===== config.mk =====
export PLATFORM = sky130hd
export DESIGN_NAME = lm32_itlb_walker_flat
export DESIGN_NICKNAME = d
export VERILOG_FILES = /design/src/rtl/lm32_itlb_walker_if.sv /design/src/rtl/lm32_itlb_walker.sv /design/src/flat_wrapper.sv
export SDC_FILE = /design/constraint.sdc
export NUM_CORES = 1
export LEC_CHECK = 0
export CORE_MARGIN = 5
export CORE_UTILIZATION = 38
export DETAILED_ROUTE_END_ITERATION = 7
export HOLD_SLACK_MARGIN = 0.02
export PLACE_DENSITY = 0.74
export SYNTH_ARGS = -nofsm -noshare
export SYNTH_HDL_FRONTEND = slang
export SYNTH_SLANG_ARGS = --single-unit
export TNS_END_PERCENT = 20

===== constraint.sdc =====
create_clock -name clk_i -period 5.2 [get_ports clk_i]
set_input_delay 0.52 -clock clk_i [delete_from_list [all_inputs] [get_ports clk_i]]
set_output_delay 0.52 -clock clk_i [all_outputs]
set_load 0.005 [all_outputs]

===== src/rtl/lm32_itlb_walker_if.sv =====
// Wishbone read-only master bus between the ITLB walker and the page-table memory.
//   adr  : byte address of the PTE being fetched (walker -> memory)
//   cyc  : bus cycle in progress (walker -> memory)
//   stb  : strobe, mirrors cyc for this single-beat master (walker -> memory)
//   dat  : PTE read data (memory -> walker)
//   ack  : transfer acknowledge (memory -> walker)
//   err  : transfer error (memory -> walker)
interface lm32_itlb_walker_if;
  logic [31:0] adr;
  logic        cyc;
  logic        stb;
  logic [31:0] dat;
  logic        ack;
  logic        err;

  modport master (output adr, cyc, stb, input dat, ack, err);
  modport slave  (input adr, cyc, stb, output dat, ack, err);
endinterface


===== src/rtl/lm32_itlb_walker.sv =====
// ITLB refill engine. On an ITLB miss it reads one PTE from a flat single-level
// page table over Wishbone and writes the VPFN->PFN mapping into the ITLB.
// Unusable entries, bus errors, bus timeouts and a disabled walker are reported
// with a fault code instead.
// Ports:
//   clk_i, rst_i          clock, synchronous active-high reset
//   enable_i              walker enabled, sampled when a miss is accepted
//   miss_i, miss_vaddr_i  miss request (held until done_o/fault_o) and its address
//   pt_base_i             page-table base byte address, bits [1:0] ignored
//   wb                    Wishbone master (adr/cyc/stb out, dat/ack/err in)
//   upd_vaddr_o/paddr_o   ITLB update addresses, valid while upd_we_o is high
//   upd_we_o              one-cycle ITLB update strobe
//   busy_o                walker not idle
//   done_o, fault_o       4-phase completion levels, never both high
//   fault_code_o          00 disabled, 01 PTE invalid, 10 bus error, 11 timeout
module lm32_itlb_walker #(
  parameter int page_size     = 4096,
  parameter int timeout_width = 8
) (
  input  logic               clk_i,
  input  logic               rst_i,
  input  logic               enable_i,
  input  logic               miss_i,
  input  logic [31:0]        miss_vaddr_i,
  input  logic [31:0]        pt_base_i,
  lm32_itlb_walker_if.master wb,
  output logic [31:0]        upd_vaddr_o,
  output logic [31:0]        upd_paddr_o,
  output logic               upd_we_o,
  output logic               busy_o,
  output logic               done_o,
  output logic               fault_o,
  output logic [1:0]         fault_code_o
);
  localparam int PG = $clog2(page_size);
  localparam int VW = 32 - PG;
  localparam logic [timeout_width-1:0] CNT_ONE  = 1;
  // Leaving REQ as the counter steps to all-ones bounds the bus cycle to 2**w-1 cycles.
  localparam logic [timeout_width-1:0] CNT_LAST = {{(timeout_width-1){1'b1}}, 1'b0};

  localparam logic [1:0] CODE_DISABLED = 2'b00;
  localparam logic [1:0] CODE_INVALID  = 2'b01;
  localparam logic [1:0] CODE_BUSERR   = 2'b10;
  localparam logic [1:0] CODE_TIMEOUT  = 2'b11;

  typedef enum logic [1:0] {IDLE, REQ, UPDATE, RESP} state_t;

  state_t                   state, state_n;
  logic [timeout_width-1:0] cnt;
  logic                     flt_r, flt_n;
  logic [1:0]               code_r, code_n;
  logic                     accept, latch_pte;

  logic [31:0]              adr_r;
  logic [VW-1:0]            vpfn_r;
  logic [VW-1:0]            pfn_r;
  logic [31:0]              pt_off;
  logic                     unused_bits;

  // Table index scaled to a word offset; the sum below wraps silently at 2**32.
  assign pt_off      = {{(PG-2){1'b0}}, miss_vaddr_i[31:PG], 2'b00};
  assign unused_bits = ^{miss_vaddr_i[PG-1:0], pt_base_i[1:0], wb.dat[PG-1:1]};

  always_ff @(posedge clk_i) begin
    if (rst_i) begin
      state  <= IDLE;
      cnt    <= '0;
      flt_r  <= 1'b0;
      code_r <= CODE_DISABLED;
    end else begin
      state  <= state_n;
      flt_r  <= flt_n;
      code_r <= code_n;
      if (accept)
        cnt <= '0;
      else if (state == REQ)
        cnt <= cnt + CNT_ONE;
    end
  end

  // Request and PTE payload registers carry no reset; every output that shows
  // them is gated by the state, which is reset.
  always_ff @(posedge clk_i) begin
    if (accept) begin
      adr_r  <= {pt_base_i[31:2], 2'b00} + pt_off;
      vpfn_r <= miss_vaddr_i[31:PG];
    end
    if (latch_pte)
      pfn_r <= wb.dat[31:PG];
  end

  always_comb begin
    state_n   = state;
    flt_n     = flt_r;
    code_n    = code_r;
    accept    = 1'b0;
    latch_pte = 1'b0;
    case (state)
      IDLE: begin
        if (miss_i) begin
          if (enable_i) begin
            state_n = REQ;
            accept  = 1'b1;
            flt_n   = 1'b0;
            code_n  = CODE_DISABLED;
          end else begin
            state_n = RESP;
            flt_n   = 1'b1;
            code_n  = CODE_DISABLED;
          end
        end
      end
      REQ: begin
        // err wins over a simultaneous ack.
        if (wb.err) begin
          state_n = RESP;
          flt_n   = 1'b1;
          code_n  = CODE_BUSERR;
        end else if (wb.ack) begin
          if (wb.dat[0]) begin
            state_n   = UPDATE;
            latch_pte = 1'b1;
          end else begin
            state_n = RESP;
            flt_n   = 1'b1;
            code_n  = CODE_INVALID;
          end
        end else if (cnt == CNT_LAST) begin
          state_n = RESP;
          flt_n   = 1'b1;
          code_n  = CODE_TIMEOUT;
        end
      end
      UPDATE: begin
        state_n = RESP;
      end
      RESP: begin
        if (!miss_i)
          state_n = IDLE;
      end
      default: state_n = IDLE;
    endcase
  end

  assign busy_o       = (state != IDLE);
  assign wb.cyc       = (state == REQ);
  assign wb.stb       = (state == REQ);
  assign wb.adr       = (state == REQ) ? adr_r : 32'h0;
  assign upd_we_o     = (state == UPDATE);
  assign upd_vaddr_o  = upd_we_o ? {vpfn_r, {PG{1'b0}}} : 32'h0;
  assign upd_paddr_o  = upd_we_o ? {pfn_r, {PG{1'b0}}} : 32'h0;
  assign done_o       = (state == RESP) && !flt_r;
  assign fault_o      = (state == RESP) && flt_r;
  assign fault_code_o = fault_o ? code_r : 2'b00;
endmodule


===== src/flat_wrapper.sv =====
// flat-port wrapper written by rule: the top's interface ports become plain ports
module lm32_itlb_walker_flat 
#(
  parameter int page_size     = 4096,
  parameter int timeout_width = 8
)
  (clk_i, rst_i, enable_i, miss_i, miss_vaddr_i, pt_base_i, upd_vaddr_o, upd_paddr_o, upd_we_o, busy_o, done_o, fault_o, fault_code_o, wb_adr, wb_cyc, wb_stb, wb_dat, wb_ack, wb_err);
  lm32_itlb_walker_if wb_i ();
  input  logic clk_i;
  input  logic rst_i;
  input  logic enable_i;
  input  logic miss_i;
  input  logic [31:0] miss_vaddr_i;
  input  logic [31:0] pt_base_i;
  output logic [31:0] upd_vaddr_o;
  output logic [31:0] upd_paddr_o;
  output logic upd_we_o;
  output logic busy_o;
  output logic done_o;
  output logic fault_o;
  output logic [1:0] fault_code_o;
  output wire logic [$bits(wb_i.adr)-1:0] wb_adr;
  output wire logic [$bits(wb_i.cyc)-1:0] wb_cyc;
  output wire logic [$bits(wb_i.stb)-1:0] wb_stb;
  input wire logic [$bits(wb_i.dat)-1:0] wb_dat;
  input wire logic [$bits(wb_i.ack)-1:0] wb_ack;
  input wire logic [$bits(wb_i.err)-1:0] wb_err;
  assign wb_adr = wb_i.adr;
  assign wb_cyc = wb_i.cyc;
  assign wb_stb = wb_i.stb;
  assign wb_i.dat = wb_dat;
  assign wb_i.ack = wb_ack;
  assign wb_i.err = wb_err;
  lm32_itlb_walker #(.page_size(page_size), .timeout_width(timeout_width)) u_core (.clk_i(clk_i), .rst_i(rst_i), .enable_i(enable_i), .miss_i(miss_i), .miss_vaddr_i(miss_vaddr_i), .pt_base_i(pt_base_i), .wb(wb_i), .upd_vaddr_o(upd_vaddr_o), .upd_paddr_o(upd_paddr_o), .upd_we_o(upd_we_o), .busy_o(busy_o), .done_o(done_o), .fault_o(fault_o), .fault_code_o(fault_code_o));
endmodule

==> Yosys cells after proc, flatten, opt, wreduce, memory -nomap -nowiden <==
Cells that the tools add are included.
{ "word_totals": {"ff_bits": 85, "input_bits": 102, "out_inout_bits": 104} }
{ "classes": {"add_sub_neg": 2, "eq_ne": 8, "mux": 31, "n_reduce_logical": 9} }
{ "ops": {"columns": ["cell", "count"], "rows": [
  ["$mux 32", 3],
  ["$add 32x22->32", 1],
  ["$mux 2", 11],
  ["$mux 1", 14],
  ["$add 8x1->8 const B", 1],
  ["$eq 8x8->1 const B", 1],
  ["$pmux 2 s4", 1],
  ["$eq 2x2->1 const B", 2],
  ["$ne 2x2->1 const B", 2],
  ["$ne 4x1->1 const B", 1],
  ["$ne 4x3->1 const B", 1],
  ["$pmux 2 s2", 1],
  ["$reduce_and 4->1", 1],
  ["$reduce_bool 2->1", 2],
  ["$reduce_and 3->1", 1],
  ["$eq 2x1->1 const B", 1],
  ["$logic_and 1x1->1", 2],
  ["$logic_not 2->1", 1],
  ["$pmux 1 s2", 1],
  ["$reduce_or 2->1", 1],
  ["$logic_not 1->1", 1]
]} }

==> Depth between registers and ports, before layout <==
Gate-level depths: netlist (run 1).
{ "logic_depth": {"depth_word": 5, "depth_mapped": 10} }

==> Worst setup path after synthesis (run 1) <==
OpenSTA, ideal clock, no wires.
{ "synth_path": {"path_type": "reg-to-reg", "startpoint": "reg u_core.state[0]", "endpoint": "reg u_core.cnt[1]", "arrival_ns": 2.452, "t_required_ns": 5.062, "slack_ns": 2.610, "stages_incl_launch_ff": 7, "n_path_buf": 1, "period_less_slack_ns": 2.590, "cell_sequence": "dfxtp_1 > inv_1 > ha_1 > and3_1 > or2_2 > clkbuf_1 > a211oi_1"} }
{ "synth_via": {"elab_chain_cells": 3, "word_cells_on_any_way": 4, "cone_classes": "eq/ne: 1; mux: 1; reduce/logical: 2"} }
{ "synth_rtl": {"columns": ["item", "line", "source"], "rows": [
  ["start: declaration", "lm32_itlb_walker.sv:48", "state_t state, state_n;"],
  ["start signal: assignment", "lm32_itlb_walker.sv:71", "state <= state_n;"],
  ["$logic_not 2->1", "lm32_itlb_walker.sv:98", "case (state)"],
  ["$mux 1", "lm32_itlb_walker.sv:98", null],
  ["named net u_core.accept", "lm32_itlb_walker.sv:52", "logic accept, latch_pte;"],
  ["$reduce_or 2->1 (no source line)", null, null],
  ["end signal: assignment", "lm32_itlb_walker.sv:77", "cnt <= cnt + CNT_ONE;"],
  ["end: declaration", "lm32_itlb_walker.sv:49", "logic [timeout_width-1:0] cnt;"]
]} }
The timed path passes the listed nets, and every way through them passes these cells.
A chain may end at the register's enable or synchronous reset.

==> Worst setup path after layout (run 1) <==
{ "layout_path": {"startpoint": "in miss_vaddr_i[12]", "endpoint": "reg u_core.adr_r[30] (data pin)"} }
{ "layout_via": {"elab_chain_cells": 1} }
{ "layout_rtl": {"columns": ["item", "line", "source"], "rows": [
  ["start: declaration", "flat_wrapper.sv:13", "input logic [31:0] miss_vaddr_i;"],
  ["$add 32x22->32", "lm32_itlb_walker.sv:85", "adr_r <= {pt_base_i[31:2], 2'b00} + pt_off;"],
  ["end signal: assignment", "lm32_itlb_walker.sv:85", null],
  ["end: declaration", "lm32_itlb_walker.sv:54", "logic [31:0] adr_r;"]
]} }
No other way between the ends.

==> flow_metrics.tcl, run 1 <==
set metrics [dict create \
    cts_resized 0 \
    final_cell_mix "clkdlybuf4s50_1 (154), and2_1 (74), edfxtp_1 (70)" \
    end_kind "flop" \
    dr.pass1.iters 4 \
    start_kind "primary input" \
    die_area_mm2 0.0147 \
    drcViolationCount 0 \
    drtIter0Drc 200 \
    postSynthAreaPerCell_um2 11.1 \
    diodes 0 \
    io_buffers 154 \
    hold_viol 0 \
    grt_usage_pct 15.5 \
    p_total_w 0.00229 \
    antenna_found_initial 0 \
    setup_viol 0 \
    cp_max_fo 4 \
    yosys-top-cells-area "edfxtp_1 (45%), and2_1 (9.9%), ha_1 (6.9%), dfxtp_1 (5.5%), buf_4 (4.3%)" \
    fillerInstances 1056 \
    yosys_most_used_dff "edfxtp_1" \
    htreeDepth 3 \
    place_congestion 0.840 \
    synth_area_mm2 0.00470 \
    required_ns 5.27 \
    synth-edff-count 70 \
    clkSlewWorstSetupHoldPaths_ns 0.06 \
    postCtsSetupRepairBufs 0 \
    layout_commonest_cell "clkdlybuf4s50_1" \
    initial_core_util_pct 39.0 \
    skew_ns 0.00560 \
    synth_top_area_cell "edfxtp_1" \
    path_class "primary input to flop" \
    post-route-period-util_pct 57.6 \
    rows 40 \
    report.final.slew_viol_count 0 \
    arrival_ns 3.07 \
    fp.dieW_um 121 \
    rsz0062_at_grt "no" \
    syn_inst 423 \
    finalSetupTns_ns 0 \
    grt_first_pass_wirelength_um 18000 \
    yosys_warnings 0 \
    synthDistinctLibCells 49 \
    wl_per_cell_um 15.4 \
    ys_ff_latch 83 \
    final_antenna_net_count 0 \
    grt-ovfl-total 0 \
    drive_above_1_share_pct 4.62 \
    power.leakage_nw 2.51 \
    grt_max_degree 52 \
    run_status "complete, no violations" \
    worstHoldPathType "flop to flop" \
    cts-buffers-inserted 9 \
    avgViaCountPerCell 4.74 \
    cts_max_path_buffers 2 \
    min_period_ns 3.00 \
    vias 3561 \
    max_freq_mhz 334 \
    first_global_vias 3643 \
    worst_pin_slew_ns 0.904 \
    ys_seq_area_share_pct 50.3 \
    maxCapViolations 0 \
    syn_to_final_growth_pct 40.1 \
    cts.sinks 83 \
    io-pin-count 206 \
    nNetsFinal 708 \
    max_slew_margin_pct 39.7 \
    clk_latency_ns 0.33 \
    holdBufCountCts 0 \
    die_h_um 121 \
    dp_hpwl_um 9150 \
    peakVddDrop_mv 0.194 \
    core_mm2 0.0121 \
    cts-root-buf "clkbuf_16" \
    routed_wl_um 11600 \
    power_density_mw_per_mm2 348 \
    synthArstFlopShare_pct 0 \
    cts_tree "done" \
    synth_top_area_share_pct 44.7 \
]
==> per-layer routing <==
metal / track usage [%] / part of all wire [%]
met5: 0 / 0
met4: 7.00 / 2.4
met3: 3.08 / 7.0
met2: 27.6 / 50
met1: 18.0 / 40
==> state kept, by name, summed over array words and instances, names as in the netlist <==
name	cells
u_core.cnt	8
u_core.code_r	2
u_core.state	2
u_core.flt_r	1
u_core.adr_r	30
u_core.pfn_r	20
u_core.vpfn_r	20
==> through the flow <==
stage          hold WS, ns  worst slack, ns  cells  instance area (um2)  utilization, %
3_5_place_dp         0.469             1.86    736                 6330            52.5
4_1_cts              0.477             2.20    752                 6580            54.6
6_report             0.472             2.20    752                 6580            54.6
5_1_grt              0.497             2.03    752                 6580            54.6
3_3_place_gp         0.449             1.93    736                 6330            52.5
2_1_floorplan        0.430             2.61    448                 4790               -
==> worst max-delay path, cell delays in order <==
cell and delay, ns:
clkdlybuf4s50_1 0.49, ha_1 0.18, inv_1 0.06, fa_1 0.40
inv_1 0.07, a21o_1 0.13, a221o_1 0.29, a31oi_4 0.15
o311ai_2 0.41, nand4_1 0.19, xnor2_1 0.17
==> final timing paths <==
kind | startpoint | endpoint | slack (ns) | depth (start not counted)
max | miss_vaddr_i[12] | u_core.adr_r[30] | 2.20 | 11
min reg2reg | u_core.code_r[1] | u_core.code_r[1] | 0.47 | 2
min | u_core.code_r[1] | u_core.code_r[1] | 0.47 | 2
max reg2reg | u_core.state[1] | u_core.code_r[1] | 2.90 | 9
==> power breakdown <==
part	leakage (nW)	switching (W)	internal, W	total [W]
sequential	0.748	0.0000331	0.000829	0.000862
clock	0.125	0.000237	0.000319	0.000556
combinational	1.64	0.000396	0.000478	0.000874
==> cell usage after synthesis (2+ instances only) <==
| library cell | n |
|---|---|
| and2_1 | 74 |
| edfxtp_1 | 70 |
| buf_4 | 27 |
| ha_1 | 26 |
| nand2_1 | 21 |
| xnor2_1 | 20 |
| nor2_1 | 19 |
| a21oi_1 | 18 |
| and3_1 | 13 |
| dfxtp_1 | 13 |
| inv_1 | 12 |
| o21ai_0 | 12 |
| xor2_1 | 11 |
| clkbuf_1 | 10 |
| a21o_1 | 9 |
| nor2b_1 | 8 |
| nand3_1 | 6 |
| nand4_1 | 6 |
| a211oi_1 | 3 |
| mux2i_1 | 3 |
| o211ai_2 | 3 |
| o21bai_1 | 3 |
| a221oi_1 | 2 |
| a31oi_1 | 2 |
| nand2b_1 | 2 |
| nor3b_1 | 2 |
| o211ai_1 | 2 |
| o21a_1 | 2 |
| o31ai_1 | 2 |
| or2_2 | 2 |
| or3_1 | 2 |
==> cells by family (layout without fill, tap and decap cells) <==
family	count (synthesis)	in the layout	synth area share, %
other	1	26	0.0798
buffers and inverters	49	185	6.07
flip-flops	83	83	50.3
XOR/XNOR	31	31	5.78
adder cells (fa/ha/maj)	27	27	7.35
AO/OA/AOI/OAI	70	70	10.7
multiplexers	3	3	0.639
AND/OR/NAND/NOR	159	159	19.1
==> cell type report <==
| type | instances | area [um2] | area share [%] |
|---|---|---|---|
| inverter | 12 | 45.0 | 0.684 |
| multi-input combinational | 316 | 2150 | 32.6 |
| clock buffer | 12 | 236 | 3.59 |
| tap | 168 | 210 | 3.19 |
| clock inverter | 4 | 17.5 | 0.266 |
| sequential | 83 | 2360 | 35.9 |
| timing repair buffer | 157 | 1560 | 23.8 |
Power figures use the tool's default switching activity.
==> run 2, diff against run 1 <==
PLACE_DENSITY = 0.76   (was 0.74)
clock period = 2.5 ns   (was 5.2 ns; I/O delays follow)
==> run 2 against run 1 <==
Net effect:
- design area rose by 5.8%
- clock skew hardly changed
- largest power group unchanged
- total power is 120% higher
==> flow_metrics.tcl, run 2 (same netlist as run 1, synthesis figures left out) <==
set metrics [dict create \
    clkSlewWorstSetupHoldPaths_ns 0.06 \
    end_kind "flop" \
    cts_max_path_buffers 2 \
    initial_core_util_pct 39.0 \
    die_h_um 121 \
    cts.sinks 83 \
    routed_wl_um 12200 \
    drcViolationCount 0 \
    setup_viol 0 \
    dp_slack_ns -0.329 \
    diodes 0 \
    nNetsFinal 745 \
    postCtsSetupRepairBufs 0 \
    antenna_found_initial 0 \
    vias 3791 \
    cp_max_fo 4 \
    dr.pass1.iters 4 \
    core_mm2 0.0121 \
    regMostFlops "u_core.adr_r" \
    critPathCapture "u_core.adr_r[29]" \
    path_class "primary input to flop" \
    clk_latency_ns 0.33 \
    min_from "u_core.code_r[1]" \
    r2r-start "u_core.state[1]" \
    cts_tree "done" \
    drive_above_1_share_pct 11.1 \
    grt-ovfl-total 0 \
    holdBufCountCts 0 \
    dp_hpwl_um 9510 \
    io-pin-count 206 \
    first_global_vias 3739 \
    rr_endpoint "u_core.code_r[1]" \
    cts-root-buf "clkbuf_16" \
    grt_usage_pct 16.3 \
    layout_commonest_cell "clkdlybuf4s50_1" \
    hold_viol 0 \
    start_kind "primary input" \
    rsz0062_at_grt "no" \
    largestRegisters "u_core.adr_r x30, u_core.pfn_r x20, u_core.vpfn_r x20" \
    run_status "complete, no violations" \
    die_area_mm2 0.0147 \
    max_freq_mhz 418 \
    rows 40 \
    fp.dieW_um 121 \
    skew_ns 0.00582 \
    cts-buffers-inserted 9 \
    post-route-period-util_pct 95.6 \
    power_density_mw_per_mm2 723 \
    io_buffers 154 \
    peakVddDrop_mv 0.263 \
    final_cell_mix "clkdlybuf4s50_1 (154), and2_1 (74), edfxtp_1 (70)" \
    power.leakage_nw 2.73 \
    worstHoldPathType "flop to flop" \
    maxCapViolations 0 \
    htreeDepth 3 \
    required_ns 2.58 \
    p_total_w 0.00503 \
    report.final.slew_viol_count 0 \
    grt_first_pass_wirelength_um 18800 \
    r2r_cells 8 \
    arrival_ns 2.47 \
    r2r_slack_ns 0.44 \
    wl_per_cell_um 15.4 \
    final_antenna_net_count 0 \
    setup_ws_ns 0.110 \
    crit_start "miss_vaddr_i[16]" \
    grt_max_degree 51 \
    avgViaCountPerCell 4.80 \
    min_period_ns 2.39 \
    place_congestion 0.840 \
    drtIter0Drc 206 \
    largest_register_ff_count 30 \
    syn_to_final_growth_pct 48.2 \
]
-- run 2: metrics by stage --
stage          instance area [um2]  util [%]  TNS, ns  cells  hold WS [ns]
2_1_floorplan                 4790         -        0    448         0.312
3_3_place_gp                  6630      55.0    -2.99    773         0.445
3_5_place_dp                  6630      55.0    -3.79    773         0.458
4_1_cts                       6930      57.4        0    789         0.463
5_1_grt                       6960      57.7        0    789         0.468
6_report                      6960      57.7        0    789         0.464
-- run 2: critical path, stage by stage --
cell,delay (ns)
clkdlybuf4s50_1,0.44
ha_1,0.34
a21o_1,0.20
a31o_2,0.23
o211ai_2,0.22
o211ai_2,0.18
o311a_4,0.44
nand2_1,0.10
xnor2_1,0.07
-- run 2: layout make-up --
class / instances / area, um2
Multi-Input combinational cell: 316 / 2180
Tap cell: 168 / 210
Timing Repair Buffer: 194 / 1870
Clock inverter: 1 / 5.00
Sequential cell: 83 / 2360
Clock buffer: 15 / 289
Fill cell: 1028 / 5100
Inverter: 12 / 45.0
-- run 2: how the worst min path moves through the flow --
stage	end	slack, ns	cells after the start
2_1_floorplan	u_core.code_r[1]	0.31	1
3_3_place_gp	u_core.code_r[1]	0.44	2
3_5_place_dp	u_core.code_r[1]	0.46	2
4_1_cts	u_core.pfn_r[9]	0.46	1
5_1_grt	u_core.pfn_r[1]	0.47	1
6_report	u_core.code_r[1]	0.46	2
-- run 2: power by group --
part | internal (W) | switching (W) | total [W]
clock | 0.000788 | 0.000512 | 0.00130
combinational | 0.00109 | 0.000848 | 0.00194
sequential | 0.00172 | 0.0000690 | 0.00179
-- run 2: timing repair --
item                                    4_1_cts  5_1_grt
hold endpoints to repair                      0        0
endpoints found under the setup margin        0       21
gates resized for setup                       0        5
-- run 2: routing by layer --
metal | up-vias | track usage [%] | part of all wire (%)
met5 | - | 0 | 0
li1 | 1842 | - | -
met4 | 0 | 5.95 | 2.0
met1 | 1780 | 19.0 | 40
met2 | 142 | 29.9 | 52
met3 | 27 | 2.98 | 6.6
